===== config.mk =====
export PLATFORM = sky130hd
export DESIGN_NAME = seq_playback_flat
export DESIGN_NICKNAME = d
export VERILOG_FILES = /design/src/rtl/seq_playback_pkg.sv /design/src/rtl/seq_playback_if.sv /design/src/rtl/seq_playback_step_timer.sv /design/src/rtl/seq_playback.sv /design/src/flat_wrapper.sv
export SDC_FILE = /design/constraint.sdc
export NUM_CORES = 1
export LEC_CHECK = 0
export CELL_PAD_IN_SITES_DETAIL_PLACEMENT = 0
export CELL_PAD_IN_SITES_GLOBAL_PLACEMENT = 1
export CORE_ASPECT_RATIO = 0.5
export CORE_MARGIN = 3
export CORE_UTILIZATION = 49
export DETAILED_ROUTE_END_ITERATION = 10
export DONT_BUFFER_PORTS = 1
export PLACE_DENSITY = 0.87
export SLEW_MARGIN = 20
export SYNTH_ARGS = -nofsm -noshare
export SYNTH_HDL_FRONTEND = slang
export SYNTH_SLANG_ARGS = --single-unit

===== constraint.sdc =====
create_clock -name CLK -period 3.8 [get_ports CLK]
set_clock_uncertainty 0.1 [all_clocks]
set_input_delay 1.14 -clock CLK [delete_from_list [all_inputs] [get_ports CLK]]
set_output_delay 1.14 -clock CLK [all_outputs]
set_load 0.02 [all_outputs]

===== src/rtl/seq_playback_pkg.sv =====
// Shared types and constants for the sequence playback path.
package seq_pkg;

  typedef enum logic [1:0] {IDLE, SHOW, GAP, FIN} seq_play_t;

  // Number of steps in a stored sequence; also used by the storage block.
  localparam int SEQ_LEN = 8;

  // Width of the step index output (covers up to 8 steps).
  localparam int STEP_W = 3;

  function automatic int max_int(input int a, input int b);
    return (a > b) ? a : b;
  endfunction

endpackage


===== src/rtl/seq_playback_if.sv =====
// Handshake and data bundle between the game controller and playback block.
interface seq_playback_if #(
  parameter int SEQ_LEN = seq_pkg::SEQ_LEN
);
  import seq_pkg::*;

  logic               START;
  logic [SEQ_LEN-1:0] SEQ;
  logic [SEQ_LEN-1:0] LEDS;
  logic [STEP_W-1:0]  STEP;
  logic               BUSY;
  logic               DONE;

  modport master (output START, SEQ, input LEDS, STEP, BUSY, DONE);
  modport slave  (input START, SEQ, output LEDS, STEP, BUSY, DONE);

endinterface


===== src/rtl/seq_playback_step_timer.sv =====
// Down-counter that is loaded with (ticks-1) and flags expiry when it hits zero.
module step_timer #(
  parameter int W = 4
) (
  input  logic         CLK,
  input  logic         RST_N,
  input  logic         load,
  input  logic [W-1:0] load_val,
  output logic         expire
);

  logic [W-1:0] count;

  // Reload on request, otherwise count down and park at zero.
  always_ff @(posedge CLK or negedge RST_N) begin
    if (!RST_N) begin
      count <= '0;
    end else if (load) begin
      count <= load_val;
    end else if (count != '0) begin
      count <= count - W'(1);
    end
  end

  assign expire = (count == '0);

endmodule


===== src/rtl/seq_playback.sv =====
// Plays a stored button sequence on the LEDs, one step at a time, with an
// optional dark gap between steps. Outputs are registered from next-state.
module seq_playback
  import seq_pkg::*;
#(
  parameter int SEQ_LEN    = seq_pkg::SEQ_LEN,
  parameter int STEP_TICKS = 50_000_000,
  parameter int GAP_TICKS  = 10_000_000
) (
  input  logic          CLK,
  input  logic          RST_N,
  seq_playback_if.slave bus
);

  localparam int TW = $clog2(max_int(STEP_TICKS, GAP_TICKS) + 1);
  localparam logic [TW-1:0] STEP_LOAD = TW'(STEP_TICKS - 1);
  localparam logic [TW-1:0] GAP_LOAD  = TW'((GAP_TICKS > 0) ? GAP_TICKS - 1 : 0);
  localparam logic [STEP_W-1:0] LAST_STEP = STEP_W'(SEQ_LEN - 1);

  seq_play_t          state_q, state_d;
  logic [STEP_W-1:0]  step_q, step_d;
  logic [SEQ_LEN-1:0] shadow_q, shadow_d;
  logic [SEQ_LEN-1:0] leds_q;
  logic               busy_q;
  logic               done_q;
  logic               tmr_load;
  logic [TW-1:0]      tmr_val;
  logic               tmr_expire;

  // One-hot LED for the given step, lit only when that step's bit is set.
  function automatic logic [SEQ_LEN-1:0] led_pattern(
    input logic [SEQ_LEN-1:0] pat,
    input logic [STEP_W-1:0]  idx
  );
    logic [SEQ_LEN-1:0] r;
    r = '0;
    for (int i = 0; i < SEQ_LEN; i++) begin
      if (idx == STEP_W'(i)) r[i] = pat[i];
    end
    return r;
  endfunction

  step_timer #(.W(TW)) u_timer (
    .CLK      (CLK),
    .RST_N    (RST_N),
    .load     (tmr_load),
    .load_val (tmr_val),
    .expire   (tmr_expire)
  );

  // Next-state, step index, shadow capture and timer reload decisions.
  always_comb begin
    state_d  = state_q;
    step_d   = step_q;
    shadow_d = shadow_q;
    tmr_load = 1'b0;
    tmr_val  = STEP_LOAD;
    case (state_q)
      IDLE: begin
        if (bus.START) begin
          shadow_d = bus.SEQ;
          step_d   = '0;
          tmr_load = 1'b1;
          tmr_val  = STEP_LOAD;
          state_d  = SHOW;
        end
      end
      SHOW: begin
        if (tmr_expire) begin
          if (GAP_TICKS > 0) begin
            tmr_load = 1'b1;
            tmr_val  = GAP_LOAD;
            state_d  = GAP;
          end else if (step_q == LAST_STEP) begin
            state_d = FIN;
          end else begin
            step_d   = step_q + STEP_W'(1);
            tmr_load = 1'b1;
            tmr_val  = STEP_LOAD;
          end
        end
      end
      GAP: begin
        if (tmr_expire) begin
          if (step_q == LAST_STEP) begin
            state_d = FIN;
          end else begin
            step_d   = step_q + STEP_W'(1);
            tmr_load = 1'b1;
            tmr_val  = STEP_LOAD;
            state_d  = SHOW;
          end
        end
      end
      FIN: begin
        state_d = IDLE;
      end
      default: begin
        state_d = IDLE;
      end
    endcase
  end

  // State, step and shadow registers.
  always_ff @(posedge CLK or negedge RST_N) begin
    if (!RST_N) begin
      state_q  <= IDLE;
      step_q   <= '0;
      shadow_q <= '0;
    end else begin
      state_q  <= state_d;
      step_q   <= step_d;
      shadow_q <= shadow_d;
    end
  end

  // Registered outputs derived from next-state so they align with the state.
  always_ff @(posedge CLK or negedge RST_N) begin
    if (!RST_N) begin
      leds_q <= '0;
      busy_q <= 1'b0;
      done_q <= 1'b0;
    end else begin
      leds_q <= (state_d == SHOW) ? led_pattern(shadow_d, step_d) : '0;
      busy_q <= (state_d == SHOW) || (state_d == GAP);
      done_q <= (state_d == FIN);
    end
  end

  assign bus.LEDS = leds_q;
  assign bus.STEP = step_q;
  assign bus.BUSY = busy_q;
  assign bus.DONE = done_q;

endmodule


===== src/flat_wrapper.sv =====
// flat-port wrapper written by rule: the top's interface ports become plain ports
module seq_playback_flat import seq_pkg::*;
#(
  parameter int SEQ_LEN    = seq_pkg::SEQ_LEN,
  parameter int STEP_TICKS = 50_000_000,
  parameter int GAP_TICKS  = 10_000_000
)
  (CLK, RST_N, bus_START, bus_SEQ, bus_LEDS, bus_STEP, bus_BUSY, bus_DONE);
  seq_playback_if #(.SEQ_LEN(SEQ_LEN)) bus_i ();
  input  logic CLK;
  input  logic RST_N;
  input wire logic [$bits(bus_i.START)-1:0] bus_START;
  input wire logic [$bits(bus_i.SEQ)-1:0] bus_SEQ;
  output wire logic [$bits(bus_i.LEDS)-1:0] bus_LEDS;
  output wire logic [$bits(bus_i.STEP)-1:0] bus_STEP;
  output wire logic [$bits(bus_i.BUSY)-1:0] bus_BUSY;
  output wire logic [$bits(bus_i.DONE)-1:0] bus_DONE;
  assign bus_i.START = bus_START;
  assign bus_i.SEQ = bus_SEQ;
  assign bus_LEDS = bus_i.LEDS;
  assign bus_STEP = bus_i.STEP;
  assign bus_BUSY = bus_i.BUSY;
  assign bus_DONE = bus_i.DONE;
  seq_playback #(.SEQ_LEN(SEQ_LEN), .STEP_TICKS(STEP_TICKS), .GAP_TICKS(GAP_TICKS)) u_core (.CLK(CLK), .RST_N(RST_N), .bus(bus_i));
endmodule

==> results.cfg, run 1 <==
[routing]
vias = 1908
drtPass1Iterations = 4
top_layer_used = met4
met2_length_um = 2390
antenna_left = 0
drt_iter0_drc = 63
met1_length_um = 2540
post-route-drc-count = 0
wl_per_cell_um = 16.5
met3_length_um = 367
wl_um = 5330
viasPerCell = 5.91

[synth]
synth.distinct_cells = 48
ys.flop_type = dfrtp_1
synth.ff_latch_count = 49
synth_area_leaders = dfrtp_1 50%, nand2_1 6.8%, xnor2_1 3.5%, nor3b_1 2.7%, nor3_1 2.4%
synth_top_area_share_pct = 49.5
syn_area_um2 = 2470
syn_avg_cell_area_um2 = 9.78
synth_warnings = 0
syn_nets = 268
post-synth-top-count-cell = dfrtp_1
synthTopCellsByCount = 49 x dfrtp_1, 45 x nand2_1, 16 x nor2_1, 12 x nor3_1, 11 x a21oi_1
synthArstFlopShare_pct = 100
synth_area_leader_cell = dfrtp_1
synth_edf_count = 0
ys_seq_area_share_pct = 49.5
synthCells = 253

[power]
leakage_uw = 0.00103
ir_worst_vdd_v = 0.000263
p_per_area_nw_per_um2 = 408

[setup_path]
regToRegSetupSlack_ns = 0.33
endpoint = u_core.bus.LEDS[6]
critPathRequiredTime_ns = 3.88
path_class = reg -> reg
worstReg2RegStart = u_core.u_timer.count[0]
r2r_cells = 11
reg2reg_to = u_core.bus.LEDS[6]
crit_fanout = 7
cp-start-kind = flop
cp_data_arrival_time_ns = 3.54
critPathLaunch = u_core.u_timer.count[0]
end_kind = flop

[cts]
cts_buffers = 5
clk_path_buf_depth = 2
cts_resized = 0
path_clk_slew_ns = 0.09
cts_tree = yes
root_buffer = clkbuf_8
clkSinkCount = 49
htreeDepth = 2
hold_buffers = 0
insertion_delay_ns = 0.31
cts_setup_buffers = 0

[grt]
grt.total_usage_pct = 19.1
grt_overflow = 0
grt_pass1_vias = 1914
grt_start_max_net_pins = 50
antenna_found_initial = 0
grt_pass1_wl_um = 9140

[placed_design]
place.gp.congestion = 0.830
portBuffers = 0
dp_hpwl_um = 3750
placed_cells = 315
pre_cts_ws_ns = 0.356

[hold_path]
worstHoldPathCells = 2
hold_path.class = reg -> reg
holdCritStartpoint = u_core.shadow_q[1]

[floorplanning]
initial_core_util_pct = 53.4
core_area_um2 = 4640
ioPinCount = 24
die_y_um = 56.3
die_w_um = 107
rows = 17
dieArea_um2 = 5990

[outcome]
status = completed

[sta]
final.setup.worst_slack_ns = 0.331
setup_viol_count_final = 0
clock.fmax_mhz = 288
slew_viol_final = 0
period_share_pct = 91.3
whs_ns = 0.372
hold_violations = 0
slew_headroom_pct = 52.2
setup_tns_ns = 0
worstMarginPinSlew_ns = 0.711
rsz0062_at_grt = false
final.min_clock_period_ns = 3.47

[final_layout]
layout-drive-gt1-share_pct = 9.34
instances_no_fill = 323
area_growth_syn_to_layout_pct = 6.62
antenna_cells = 0
final_nets = 271

[run]
maxCapViolCount = 0
placed cells by master, fill, tap and decap left out, types with 3 or more instances in the layout:
cell type   n
and3_1      3
o21ai_0     8
mux2i_1     4
nor2_1     16
ha_1        4
dfrtp_1    49
nor3b_1     9
mux2_2      3
nand2b_1    3
o31ai_1     4
nor3_1     12
nor4_1      5
nand3_1     7
a21oi_1    10
inv_1       4
buf_4       5
or4_1       5
nand2_1    45
a211oi_1    4
clkbuf_8    5
xnor2_1    10
nand4_1     4
through the flow:
step | instance area (um^2) | power (uW) | utilization (%)
after floorplan | 2470 | 745 | -
after global placement | 2550 | 772 | 54.9
after detailed placement | 2550 | 782 | 54.9
after CTS | 2640 | 1090 | 56.8
after global routing | 2640 | 1150 | 56.9
final | 2640 | 1080 | 56.9
state kept, by name, summed over array words and instances, names as in the netlist:
signal,cells
u_core.bus.DONE,1
u_core.bus.LEDS,8
u_core.shadow_q,8
u_core.bus.STEP,3
u_core.bus.BUSY,1
u_core.u_timer.count,26
u_core.state_q,2
final cells by class:
class	count	area, um^2
fillers	437	2000
flip-flops and latches	49	1230
multi-input cells	191	1190
well taps	66	82.6
clock buffers	6	72.6
repair buffers	5	37.5
clock inverters	2	15.0
inverters	4	15.0
kinds of logic (layout without fill, tap and decap cells):
group	count (synthesis)	in the layout	synth area share, %
compound gates	43	43	11.3
xor+xnor	11	11	3.89
fa+ha+maj	4	4	2.02
buf+inv	13	17	2.53
flops	49	49	49.5
mux	7	7	2.98
simple gates	126	126	27.7
how the worst min path moves through the flow:
stage	to	slack, ns
finish	u_core.shadow_q[1]	0.37
global route	u_core.bus.BUSY	0.39
CTS	u_core.shadow_q[1]	0.37
detailed placement	u_core.shadow_q[1]	0.35
global placement	u_core.shadow_q[2]	0.35
floorplan	u_core.shadow_q[0]	0.33
report_power, final:
part | internal [uW] | switching, uW | total, uW
clock network | 130 | 175 | 305
logic | 63.3 | 73.1 | 136
registers | 576 | 60.7 | 636
layer usage:
metal | track usage [%] | vias up
li1 | - | 921
met1 | 26.4 | 928
met2 | 30.0 | 54
met3 | 5.40 | 5
met4 | 4.92 | 0
met5 | 0 | -
critical path, cell delays in order (launching register included):
cell     delay (ns)
dfrtp_1        0.40
inv_1          0.10
ha_1           0.24
or4b_1         0.59
or4_4          0.64
nor3_2         0.16
a21o_1         0.14
a21oi_1        0.06
ha_1           0.24
and3_1         0.17
a32oi_1        0.37
nor3b_1        0.11
Note: power is estimated with default switching activity, not from simulation.
==> run 2: changes to the inputs <==
--- a/config.mk
+++ b/config.mk
@@ -5,14 +5,15 @@
 export SDC_FILE = /design/constraint.sdc
 export NUM_CORES = 1
 export LEC_CHECK = 0
+export ABC_AREA = 1
 export CELL_PAD_IN_SITES_DETAIL_PLACEMENT = 0
 export CELL_PAD_IN_SITES_GLOBAL_PLACEMENT = 1
 export CORE_ASPECT_RATIO = 0.5
 export CORE_MARGIN = 3
-export CORE_UTILIZATION = 49
+export CORE_UTILIZATION = 47
 export DETAILED_ROUTE_END_ITERATION = 10
 export DONT_BUFFER_PORTS = 1
-export PLACE_DENSITY = 0.87
+export PLACE_DENSITY = 0.86
 export SLEW_MARGIN = 20
 export SYNTH_ARGS = -nofsm -noshare
 export SYNTH_HDL_FRONTEND = slang
==> run 2 against run 1 <==
Net effect:
- sequential share of layout area fell by 0.82 points
- design area is 1.8% higher
- worst setup slack improved by 0.93 ns
- sequential power shrank 18%
- synthesized area increased by 1.4%
- maximum frequency up 37%
- register-to-register slack better by 0.93 ns
- first-iteration DRC count increased by 57%
- sequential cell count unchanged
- power down 15%
- critical path type unchanged
==> results.cfg, run 2 <==
[outcome]
status = completed

[sta]
slew_headroom_pct = 54.3
final.min_clock_period_ns = 2.54
clock.fmax_mhz = 394
slew_viol_final = 0
rsz0062_at_grt = false
hold_violations = 0
setup_viol_count_final = 0
period_share_pct = 66.8
setup_tns_ns = 0
worstMarginPinSlew_ns = 0.683

[synth]
syn_area_um2 = 2510
ys.flop_type = dfrtp_1
post-synth-top-count-cell = nor2_1
synth.distinct_cells = 29
syn_nets = 306
synthArstFlopShare_pct = 100
synth_area_leaders = dfrtp_1 49%, nor2_1 8.2%, nand2_1 7.9%, inv_1 4.3%, nand3_1 3.8%
synthTopCellsByCount = 55 x nor2_1, 53 x nand2_1, 49 x dfrtp_1, 29 x inv_1, 19 x nand3_1
synth_edf_count = 0
ys_seq_area_share_pct = 48.9
synth_top_area_share_pct = 48.9
syn_avg_cell_area_um2 = 8.63
synth_warnings = 0
synth.ff_latch_count = 49
synth_area_leader_cell = dfrtp_1
synthCells = 291

[final_layout]
final_common_cell = nor2_1
nFillCells = 477
top_register = u_core.u_timer.count
antenna_cells = 0
final_nets = 309
largest_reg_flops = 26
layout-drive-gt1-share_pct = 12.2
area_growth_syn_to_layout_pct = 7.03
final_cell_mix = 55 x nor2_1, 53 x nand2_1, 49 x dfrtp_1
utilization_pct = 53.2

[floorplanning]
initial_core_util_pct = 49.8
die_y_um = 57.7
die_w_um = 109
core_area_um2 = 5040
dieArea_um2 = 6310
rows = 18
ioPinCount = 24

[power]
ir_worst_vdd_v = 0.000235
leakage_uw = 0.00130
p_sw_uw = 191
pwr-share-comb_pct = 0
clkPwrFrac_pct = 42.9
p_sw_share_pct = 20.9
p_seq_share_pct = 57.1
p_per_area_nw_per_um2 = 340
power.internal_uw = 722
p_total_uw = 913

[setup_path]
worstReg2RegStart = u_core.u_timer.count[0]
cp.depth = 11
crit_fanout = 22
crit_slowest_cell = dfrtp_1
critPathBufInv = 1
regToRegSetupSlack_ns = 1.26
path_class = reg -> reg
path_cells = inv_1, ha_1, nand2_2, nor2_8, nand2_4, nor2_8, nand2_1, o211ai_1, ha_1, nand4_1, nor2_1
reg2reg_to = u_core.bus.LEDS[3]
r2r_cells = 11
slowest_delay_ns = 0.42
cp_top_family = simple AND/OR/NAND/NOR gates
cp-start-kind = flop
cp_data_arrival_time_ns = 2.68
critPathRequiredTime_ns = 3.94
end_kind = flop
critPathLaunch = u_core.u_timer.count[0]

[cts]
insertion_delay_ns = 0.31
cts_setup_buffers = 0
cts_buffers = 5
htreeDepth = 2
cts_tree = yes
path_clk_slew_ns = 0.10
root_buffer = clkbuf_8
clk_path_buf_depth = 2
hold_buffers = 0
cts_resized = 0
clkSinkCount = 49

[hold_path]
hold_path.class = reg -> reg
worstHoldEndpoint = u_core.shadow_q[4]
worstHoldPathCells = 1
holdCritStartpoint = u_core.shadow_q[4]

[routing]
wl_um = 5250
drt_iter0_drc = 99
drtPass1Iterations = 4
antenna_left = 0
viasPerCell = 5.28
top_layer_used = met4
met3_length_um = 338
met1_length_um = 2420
vias = 1928
met2_length_um = 2430
wl_per_cell_um = 14.4
post-route-drc-count = 0

[grt]
grt_pass1_vias = 1925
grt_start_max_net_pins = 50
antenna_found_initial = 0
grt.total_usage_pct = 18.6
grt_pass1_wl_um = 9220
grt_overflow = 0

[run]
maxCapViolCount = 0

[placed_design]
dp_hpwl_um = 3830
portBuffers = 0
place.gp.congestion = 0.821
run 2: metrics by stage:
step	instances	instance area, um^2	hold WS, ns	setup WS [ns]
floorplan	291	2510	0.371	1.41
global placement	357	2570	0.382	1.22
detailed placement	357	2570	0.383	1.11
CTS	365	2690	0.407	1.26
global route	365	2690	0.395	1.01
finish	365	2690	0.409	1.26
run 2: worst max-delay path by stage:
| stage | to | slack, ns |
|---|---|---|
| 2_1_floorplan | u_core.bus.LEDS[0] | 1.41 |
| 6_report | u_core.bus.LEDS[3] | 1.26 |
| 3_5_place_dp | u_core.bus.LEDS[3] | 1.11 |
| 5_1_grt | u_core.bus.LEDS[3] | 1.01 |
| 3_3_place_gp | u_core.bus.LEDS[2] | 1.22 |
| 4_1_cts | u_core.bus.LEDS[3] | 1.26 |
run 2: per-layer routing:
layer | global-route usage (%) | vias up
met5 | 0 | -
met4 | 4.62 | 0
met3 | 5.56 | 9
met2 | 29.5 | 52
met1 | 25.5 | 924
li1 | - | 943
run 2: logic make-up (layout without fill, tap and decap cells):
| logic type | Yosys count | count (layout) | synth area share, % |
|---|---|---|---|
| multiplexers | 8 | 8 | 3.59 |
| flip-flops | 49 | 49 | 48.9 |
| AO/OA/AOI/OAI | 24 | 24 | 5.18 |
| XOR/XNOR | 10 | 10 | 3.49 |
| adder cells (fa/ha/maj) | 4 | 4 | 1.99 |
| AND/OR/NAND/NOR | 162 | 162 | 31.3 |
| buffers and inverters | 34 | 38 | 5.63 |
run 2: area by class of cell:
class	count	area, um^2	share of cell area [%]
inverter	30	113	4.19
clock buffer	5	68.8	2.56
multi-input combinational	208	1140	42.5
tap	70	87.6	3.26
clock inverter	3	48.8	1.82
sequential	49	1230	45.6
run 2: worst reg2reg max path: stages, from the launching register on:
cell and delay, ns:
dfrtp_1 0.42, inv_1 0.09, ha_1 0.20, nand2_2 0.11, nor2_8 0.19, nand2_4 0.09
nor2_8 0.33, nand2_1 0.10, o211ai_1 0.18, ha_1 0.39, nand4_1 0.15, nor2_1 0.13
run 2: power by group through the flow:
stage | combinational [uW] | sequential (uW) | clock, uW
2_1_floorplan | 0.282 | 531 | 0
6_report | 0.327 | 521 | 392
3_5_place_dp | 0.329 | 531 | 0
5_1_grt | 0.389 | 521 | 420
3_3_place_gp | 0.292 | 531 | 0
4_1_cts | 0.329 | 521 | 398
==> run 3: changes to the inputs <==
--- a/config.mk
+++ b/config.mk
@@ -10,10 +10,10 @@
 export CELL_PAD_IN_SITES_GLOBAL_PLACEMENT = 1
 export CORE_ASPECT_RATIO = 0.5
 export CORE_MARGIN = 3
-export CORE_UTILIZATION = 47
+export CORE_UTILIZATION = 43
 export DETAILED_ROUTE_END_ITERATION = 10
 export DONT_BUFFER_PORTS = 1
-export PLACE_DENSITY = 0.86
+export PLACE_DENSITY = 0.83
 export SLEW_MARGIN = 20
 export SYNTH_ARGS = -nofsm -noshare
 export SYNTH_HDL_FRONTEND = slang
==> constraint.sdc (replaced) <==
create_clock -name CLK -period 2.1 [get_ports CLK]
set_clock_uncertainty 0.1 [all_clocks]
set_input_delay 0.63 -clock CLK [delete_from_list [all_inputs] [get_ports CLK]]
set_output_delay 0.63 -clock CLK [all_outputs]
set_load 0.02 [all_outputs]
==> run 3 against run 2 <==
Net effect:
- sequential share of layout area is 4.0 points lower
- worst setup slack worse by 1.2 ns
- clock-buffer cell count did not move
- critical path depth shrank 2
- power increased by 96%
- clock power up 110%
- register-to-register slack lost 1.2 ns
- wire length up 10%
- cell count is 5.5% higher
- critical endpoint is now u_core.bus.DONE
==> results.cfg, run 3 (synthesis results as in run 2) <==
[outcome]
status = completed

[power]
p_total_uw = 1790
p_per_area_nw_per_um2 = 608
leakage_uw = 0.00144
ir_worst_vdd_v = 0.000550
power.internal_uw = 1400
p_sw_uw = 394
p_sw_share_pct = 22.0
pwr-share-comb_pct = 1.3
clkPwrFrac_pct = 46.1
p_seq_share_pct = 52.6

[sta]
slew_headroom_pct = 77.8
final.setup.worst_slack_ns = 0.112
period_share_pct = 94.7
slew_viol_final = 0
setup_viol_count_final = 0
whs_ns = 0.0826
clock.fmax_mhz = 503
final.min_clock_period_ns = 1.99
hold_violations = 0
rsz0062_at_grt = true
worstMarginPinSlew_ns = 0.331

[placed_design]
pre_cts_ws_ns = 0.0105
portBuffers = 0
place.gp.congestion = 0.849
dp_hpwl_um = 4200
postPlaceCellArea_um2 = 2680

[cts]
cts_buffers = 5
root_buffer = clkbuf_16
htreeDepth = 2
insertion_delay_ns = 0.29
clk_path_buf_depth = 2
clkSinkCount = 49
cts_tree = yes
path_clk_slew_ns = 0.07

[grt]
antenna_found_initial = 0
grt_start_max_net_pins = 50
grt_pass1_vias = 1989
grt_overflow = 0
grt_pass1_wl_um = 9670
grt.total_usage_pct = 18.6

[floorplanning]
ioPinCount = 24
initial_core_util_pct = 47.6
rows = 18
die_w_um = 114
core_area_um2 = 5270
die_y_um = 60.0
dieArea_um2 = 6850

[setup_path]
r2r_cells = 9
cp_data_arrival_time_ns = 2.06
critPathRequiredTime_ns = 2.17
regToRegSetupSlack_ns = 0.11
reg2reg_to = u_core.bus.DONE
crit_fanout = 5
path_class = reg -> reg
cp-start-kind = flop
worstReg2RegStart = u_core.u_timer.count[14]
end_kind = flop

[run]
maxCapViolCount = 0

[final_layout]
area_growth_syn_to_layout_pct = 17.4
final_cell_area_um2 = 2950
final_common_cell = nand2_1
largest_reg_flops = 26
final_nets = 329
top_register = u_core.u_timer.count
final_cell_mix = 51 x nand2_1, 48 x nor2_1, 48 x dfrtp_1
layout-drive-gt1-share_pct = 21.9
antenna_cells = 0

[routing]
post-route-drc-count = 0
antenna_left = 0
wl_um = 5790
drtPass1Iterations = 5
vias = 1954
viasPerCell = 5.08
wl_per_cell_um = 15.0
drt_iter0_drc = 110

[hold_path]
hold_path.class = in -> async
[run 3: cell types whose count changed in the layout (fill, tap and decap cells not counted), moves of 2 or more]
cell       before  now
buf_4           0   18
nor2_1         55   48
clkbuf_16       0    5
clkbuf_8        5    0
nor2_2          3    8
ha_1            4    2
nand2_1        53   51
nor2_4          0    2
[run 3: through the flow]
step           util [%]  TNS, ns  instances
2_1_floorplan         -        0        291
3_3_place_gp       50.8        0        371
3_5_place_dp       50.8        0        371
4_1_cts            54.4        0        381
5_1_grt            55.9   -0.178        385
6_report           55.9        0        385
[run 3: worst max-delay path by stage]
stage | startpoint | endpoint | slack, ns | cells past startpoint
after floorplan | u_core.u_timer.count[0] | u_core.bus.LEDS[0] | 0.007 | 13
after global placement | u_core.u_timer.count[1] | u_core.bus.LEDS[2] | 0.04 | 11
after detailed placement | u_core.u_timer.count[1] | u_core.bus.LEDS[2] | 0.01 | 11
after CTS | u_core.u_timer.count[0] | u_core.bus.LEDS[2] | 0.002 | 11
after global routing | u_core.u_timer.count[15] | u_core.bus.LEDS[0] | -0.05 | 12
final | u_core.u_timer.count[14] | u_core.bus.DONE | 0.11 | 9
[run 3: cell type report]
class                   instances  area, um^2
clock buffers                   5         125
clock inverters                 3        26.3
fillers                       500        2320
inverters                      30         113
multi-input cells             208        1190
flip-flops and latches         49        1230
well taps                      70        87.6
repair buffers                 20         174
[run 3: worst max-delay path: stages, from the launching register on]
cell      delay [ns]
dfrtp_1         0.41
nor2_2          0.16
nand2_2         0.09
nor2_4          0.14
nand2_2         0.11
nor2_8          0.15
buf_6           0.14
o211ai_1        0.15
buf_4           0.19
ha_1            0.21
[run 3: what timing repair did]
action                                 in CTS  in global routing
pin swaps                                   2                  8
buffers inserted                            1                  4
endpoints found under the hold margin      49                  0
resized for setup                           1                 15
hold buffers                                1                  0
setup endpoints to repair                   1                 22
[run 3: metal layers]
layer | up-vias | GRT usage, % | routed length [um]
li1 | 980 | - | -
met1 | 930 | 24.2 | 2730
met2 | 37 | 31.4 | 2740
met3 | 7 | 5.16 | 269
met4 | 0 | 4.57 | 50
met5 | - | 0 | 0
[run 3: power by group through the flow]
stage          Sequential, uW  Clock (uW)  Combinational, uW
2_1_floorplan             962           0              0.510
3_3_place_gp              962           0              0.536
3_5_place_dp              962           0              0.547
4_1_cts                   943         842               25.6
5_1_grt                   942         883               27.7
6_report                  943         826               23.6
==> RTL edit 1 (settings of run 3) <==
`GAP_TICKS` is set to 10_000_000 in 2 places; all go to 20_000_000.
--- a/src/rtl/seq_playback.sv
+++ b/src/rtl/seq_playback.sv
@@ -6,5 +6,5 @@
   parameter int SEQ_LEN    = seq_pkg::SEQ_LEN,
   parameter int STEP_TICKS = 50_000_000,
-  parameter int GAP_TICKS  = 10_000_000
+  parameter int GAP_TICKS  = 20_000_000
 ) (
   input  logic          CLK,
--- a/src/flat_wrapper.sv
+++ b/src/flat_wrapper.sv
@@ -4,5 +4,5 @@
   parameter int SEQ_LEN    = seq_pkg::SEQ_LEN,
   parameter int STEP_TICKS = 50_000_000,
-  parameter int GAP_TICKS  = 10_000_000
+  parameter int GAP_TICKS  = 20_000_000
 )
   (CLK, RST_N, bus_START, bus_SEQ, bus_LEDS, bus_STEP, bus_BUSY, bus_DONE);
Formal check against the unedited RTL: same outputs for any inputs over 10 cycles, from zero or initial values and one cycle with RST_N low; that may be too few to reach the edited logic, so the function may still have changed.
==> RTL edit 1 against run 3 <==
  * Sequential cell count unchanged
  * Setup slack worse by 18 ps
  * Synthesized cell count up 0.34%
  * Area after synthesis down 1.3%
  * Largest cell class unchanged
  * Hold slack better by 3.9 ps
  * Critical path type unchanged
  * Routed wire length down 4.9%
  * Design area up 6.2%
  * Global-route usage down 0.91 points
Power is not compared: it rests on default switching activity, and its combinational part moved more than twofold at a synthesized area within 25%.
==> RTL edit 1: results (changes against run 3) <==
Global route
The aggregate global-route resource usage came to 0.1769 (-0.009073). The met3 routing resource usage after global routing was 0.04449 (-0.007078). The global routing met2 resource utilization came to 0.3072 (-0.006405). The met1 track demand over resource is 0.2309 (-0.01079). The number of global-route vias before repair is 2019 (+1.5%).

The first-pass GRT wire length is 9404 um (-2.8%).

Yosys
The compound-gate portion of the synthesized area came to 0.03939 (-0.01245). The mux cell area share after synthesis was 0.03182 (-0.004074). The adder and majority cell fraction of the synthesized area was 0.02020 (+0.0002618). By area the synthesized netlist is led by sky130_fd_sc_hd__dfrtp_1 49%, sky130_fd_sc_hd__nand2_1 11%, sky130_fd_sc_hd__nor2_1 7.9%. The post-synth net total is 307 (+0.33%). The gate count of the mapped netlist is 292 (+0.34%). In the synthesized netlist, the cells that appear most often are 73 x sky130_fd_sc_hd__nand2_1, 52 x sky130_fd_sc_hd__nor2_1, 49 x sky130_fd_sc_hd__dfrtp_1.

The post-synthesis share of cell area spent on xor and xnor gates is 0.03889 (+0.003994).

STA
The relative slew slack is 0.7053 (-0.07291).

Layout
The number of fillers in the final layout is 453 (-9.4%). The register with the most flip-flops is u_core.u_timer.count. The final non-filler cell total is 408 (+6.0%). The final layout net count is 352 (+7.0%). The fraction of final layout cells sized beyond drive strength 1 is 0.2751 (+0.05610). The final design instance area without fill is 3131 um2 (+6.2%).

Setup path
In this run the critical register-to-register path is launched from u_core.u_timer.count[0]. The critical path arrival came to 2080 ps (+20 ps). The logic depth of the worst register-to-register path is 14 (+5). The critical path's largest stage delay is 390 ps (-20 ps). The minimum setup slack among reg-to-reg paths came to 90 ps (-20 ps). The maximum fanout along the worst path came to 6 (+1).

Detailed routing
The routed via count divided by cell count is 4.944 (-2.6%). The detailed-route wire length per cell is 13.50 um (-10%). The wire length on met3 was 280 um (+4.1%). The met1 routed wirelength after detailed routing was 2539 um (-7.1%).

The routed wire length on met2 came to 2614 um (-4.4%).

Placed design
The worst setup slack after placement is -42.60 ps (-53.15 ps). The final weighted congestion in routability-driven placement is 0.8457 (-0.41%). The HPWL reported at the end of detailed placement is 4127 um (-1.8%).

Clock network
The post-cts sizing count was 3 (+2).

Run status
The run finished with clean final reports.

Power
The leakage power is between 1.5 and 2 nW.
[RTL edit 1: cell count changes in the layout (fill, tap and decap cells not counted), sizes merged, moves of 2 or more]
cell | run 3 | this run
nand2 | 62 | 81
nor3 | 6 | 9
buf | 20 | 42
xor2 | 3 | 5
a21oi | 8 | 4
nand3b | 0 | 3
o21ai | 12 | 8
inv | 31 | 25
nor2 | 60 | 58
nand3 | 23 | 18
nand4 | 9 | 6
[RTL edit 1: where the power goes]
part           internal, W  switching (W)
clock             0.000478       0.000338
sequential         0.00107       0.000124
combinational     0.000336       0.000370
[RTL edit 1: area by class of cell]
class / count / share of cell area
inverter: 24 / 0.02958
timing repair buffer: 42 / 0.1083
clock buffer: 6 / 0.04436
sequential: 49 / 0.3925
multi-input combinational: 215 / 0.3921
tap: 70 / 0.02798
clock inverter: 2 / 0.005196
==> RTL edit 2 (settings of run 3) <==
Made on the original files. Encoding of `seq_play_t`: now Gray code (2 bits for 4 values).
--- a/src/rtl/seq_playback_pkg.sv
+++ b/src/rtl/seq_playback_pkg.sv
@@ -2,5 +2,5 @@
 package seq_pkg;
 
-  typedef enum logic [1:0] {IDLE, SHOW, GAP, FIN} seq_play_t;
+  typedef enum logic [1:0] {IDLE = 2'b00, SHOW = 2'b01, GAP = 2'b11, FIN = 2'b10} seq_play_t;
 
   // Number of steps in a stored sequence; also used by the storage block.
Behaviour: no difference found for any inputs over 10 cycles, from zero or initial values and one cycle with RST_N low; not proved beyond that.
==> RTL edit 2 against run 3 <==
  * Routed wire length rose by 5.6%
  * Sequential cell count fell by 1
  * Setup slack worse by 11 ps
  * Design area grew 6.1%
  * Area after synthesis up 4.0%
  * Count of clock-buffer cells in the layout is the same
Power is not compared: it rests on default switching activity, and its combinational part moved more than twofold at a synthesized area within 25%.
==> RTL edit 2: results (changes against run 3) <==
Detailed routing
The routed wire length on met2 came to 2828 um (+3.4%). The wire length on met3 is 306 um (+14%). The detailed-route wire length per cell is 14.66 um (-2.5%).

The routed via count divided by cell count is 5.187 (+2.2%). The initial DRC count is 139 (+26%).

Yosys
The number of warnings printed during yosys synthesis is 0 (unchanged). The adder and majority cell fraction of the synthesized area is 0.02875 (+0.008809). The compound-gate portion of the synthesized area came to 0.05271 (+0.0008628). The synthesized area per cell is 8.186 um2 (-5.1%). The count of state elements after synthesis is 48 (-2.0%). The post-synthesis share of cell area spent on xor and xnor gates came to 0.03354 (-0.001354).

The post-synth net total is 336 (+9.8%). After synthesis, the most frequently instantiated cells are 72 x sky130_fd_sc_hd__nand2_1, 54 x sky130_fd_sc_hd__nor2_1, 48 x sky130_fd_sc_hd__dfrtp_1. The number of distinct standard cells referenced by the synthesized netlist is 30 (+3.4%).

The mux cell area share after synthesis came to 0.03450 (-0.001393). The sequential element share of the synthesized area is 0.4600 (-0.02854). Yosys attributes the largest share of cell area to sky130_fd_sc_hd__dfrtp_1 46%, sky130_fd_sc_hd__nand2_1 10%, sky130_fd_sc_hd__nor2_1 7.8%.

Layout
The final core area utilization is 0.5503 (-0.009035). The final layout net count is 360 (+9.4%). The number of fillers in the final layout was 501 (+0.20%). The final-layout clock-cell area share is 0.05522 (+0.003864).

The area used by multi-input combinational logic was 1315 um2 (+10%). The fraction of cell area in non-clock buffers was 0.05602 (-0.002976). The layout inverter count without the clock tree came to 44 (+47%). The final non-filler cell total is 417 (+8.3%).

The total number of multi-input combinational cells is 225 (+8.2%). The fraction of final layout cells sized beyond drive strength 1 is 0.2703 (+0.05130). The share of cell area taken by multi-input logic gates came to 0.4206 (+0.01522).

Global route
The met3 routing resource usage after global routing is 0.04612 (-0.005444). The global routing met2 resource utilization is 0.3083 (-0.005386). The aggregate global-route resource usage is 0.1807 (-0.005217). The largest net degree at the start of global routing came to 49 (-2.0%).

The number of global-route vias before repair is 2109 (+6.0%). The number of antenna violations at the first check in global routing is 0 (unchanged). The first-pass GRT wire length came to 9846 um (+1.8%). The met1 track demand over resource was 0.2372 (-0.004494).

Power
The sequential-cell power consumption is around 0.0013 W.

Placed design
The worst setup slack after placement is -62.25 ps (-72.80 ps). The HPWL reported at the end of detailed placement was 4448 um (+5.8%). The cell total after placement came to 401 (+8.1%).

The final weighted congestion in routability-driven placement is 0.8345 (-1.7%).

Setup path
The critical path's largest stage delay came to 430 ps (+20 ps). The critical path arrival is 2110 ps (+50 ps). The maximum fanout along the worst path is 8 (+3).

Clock network
The post-cts sizing count is 2 (+1). The number of H-tree levels is 2 (unchanged). The buffer levels on the longest clock path is 2 (unchanged).

The buffer count from post-CTS setup fixing is 0 (-1).

Run status
The flow ran to the end, and the final reports show no timing, DRC or antenna violations.

STA
The least setup slack across all paths after layout is 100.6 ps (-11.10 ps). The final-layout worst hold slack was 91.29 ps (+8.684 ps).
==> RTL edit 2: cell count changes in the layout (fill, tap and decap cells not counted), moves of 6 or more <==
cell                       before  now
sky130_fd_sc_hd__a21oi_1        8    2
sky130_fd_sc_hd__nand2_2        8   19
sky130_fd_sc_hd__o211ai_1       3    9
sky130_fd_sc_hd__o21ai_0       11    4
sky130_fd_sc_hd__inv_2          2    9
sky130_fd_sc_hd__nand2_1       51   58
==> RTL edit 2: path summary, 6_finish.rpt <==
kind	start	end	depth (start not counted)
max in group asynchronous	RST_N	u_core.bus.BUSY	1
min reg2reg	u_core.shadow_q[5]	u_core.shadow_q[5]	1
min in group CLK	u_core.shadow_q[5]	u_core.shadow_q[5]	1
min	RST_N	u_core.u_timer.count[16]	1
max reg2reg	u_core.u_timer.count[12]	u_core.u_timer.count[10]	12
max	u_core.u_timer.count[12]	u_core.u_timer.count[10]	12
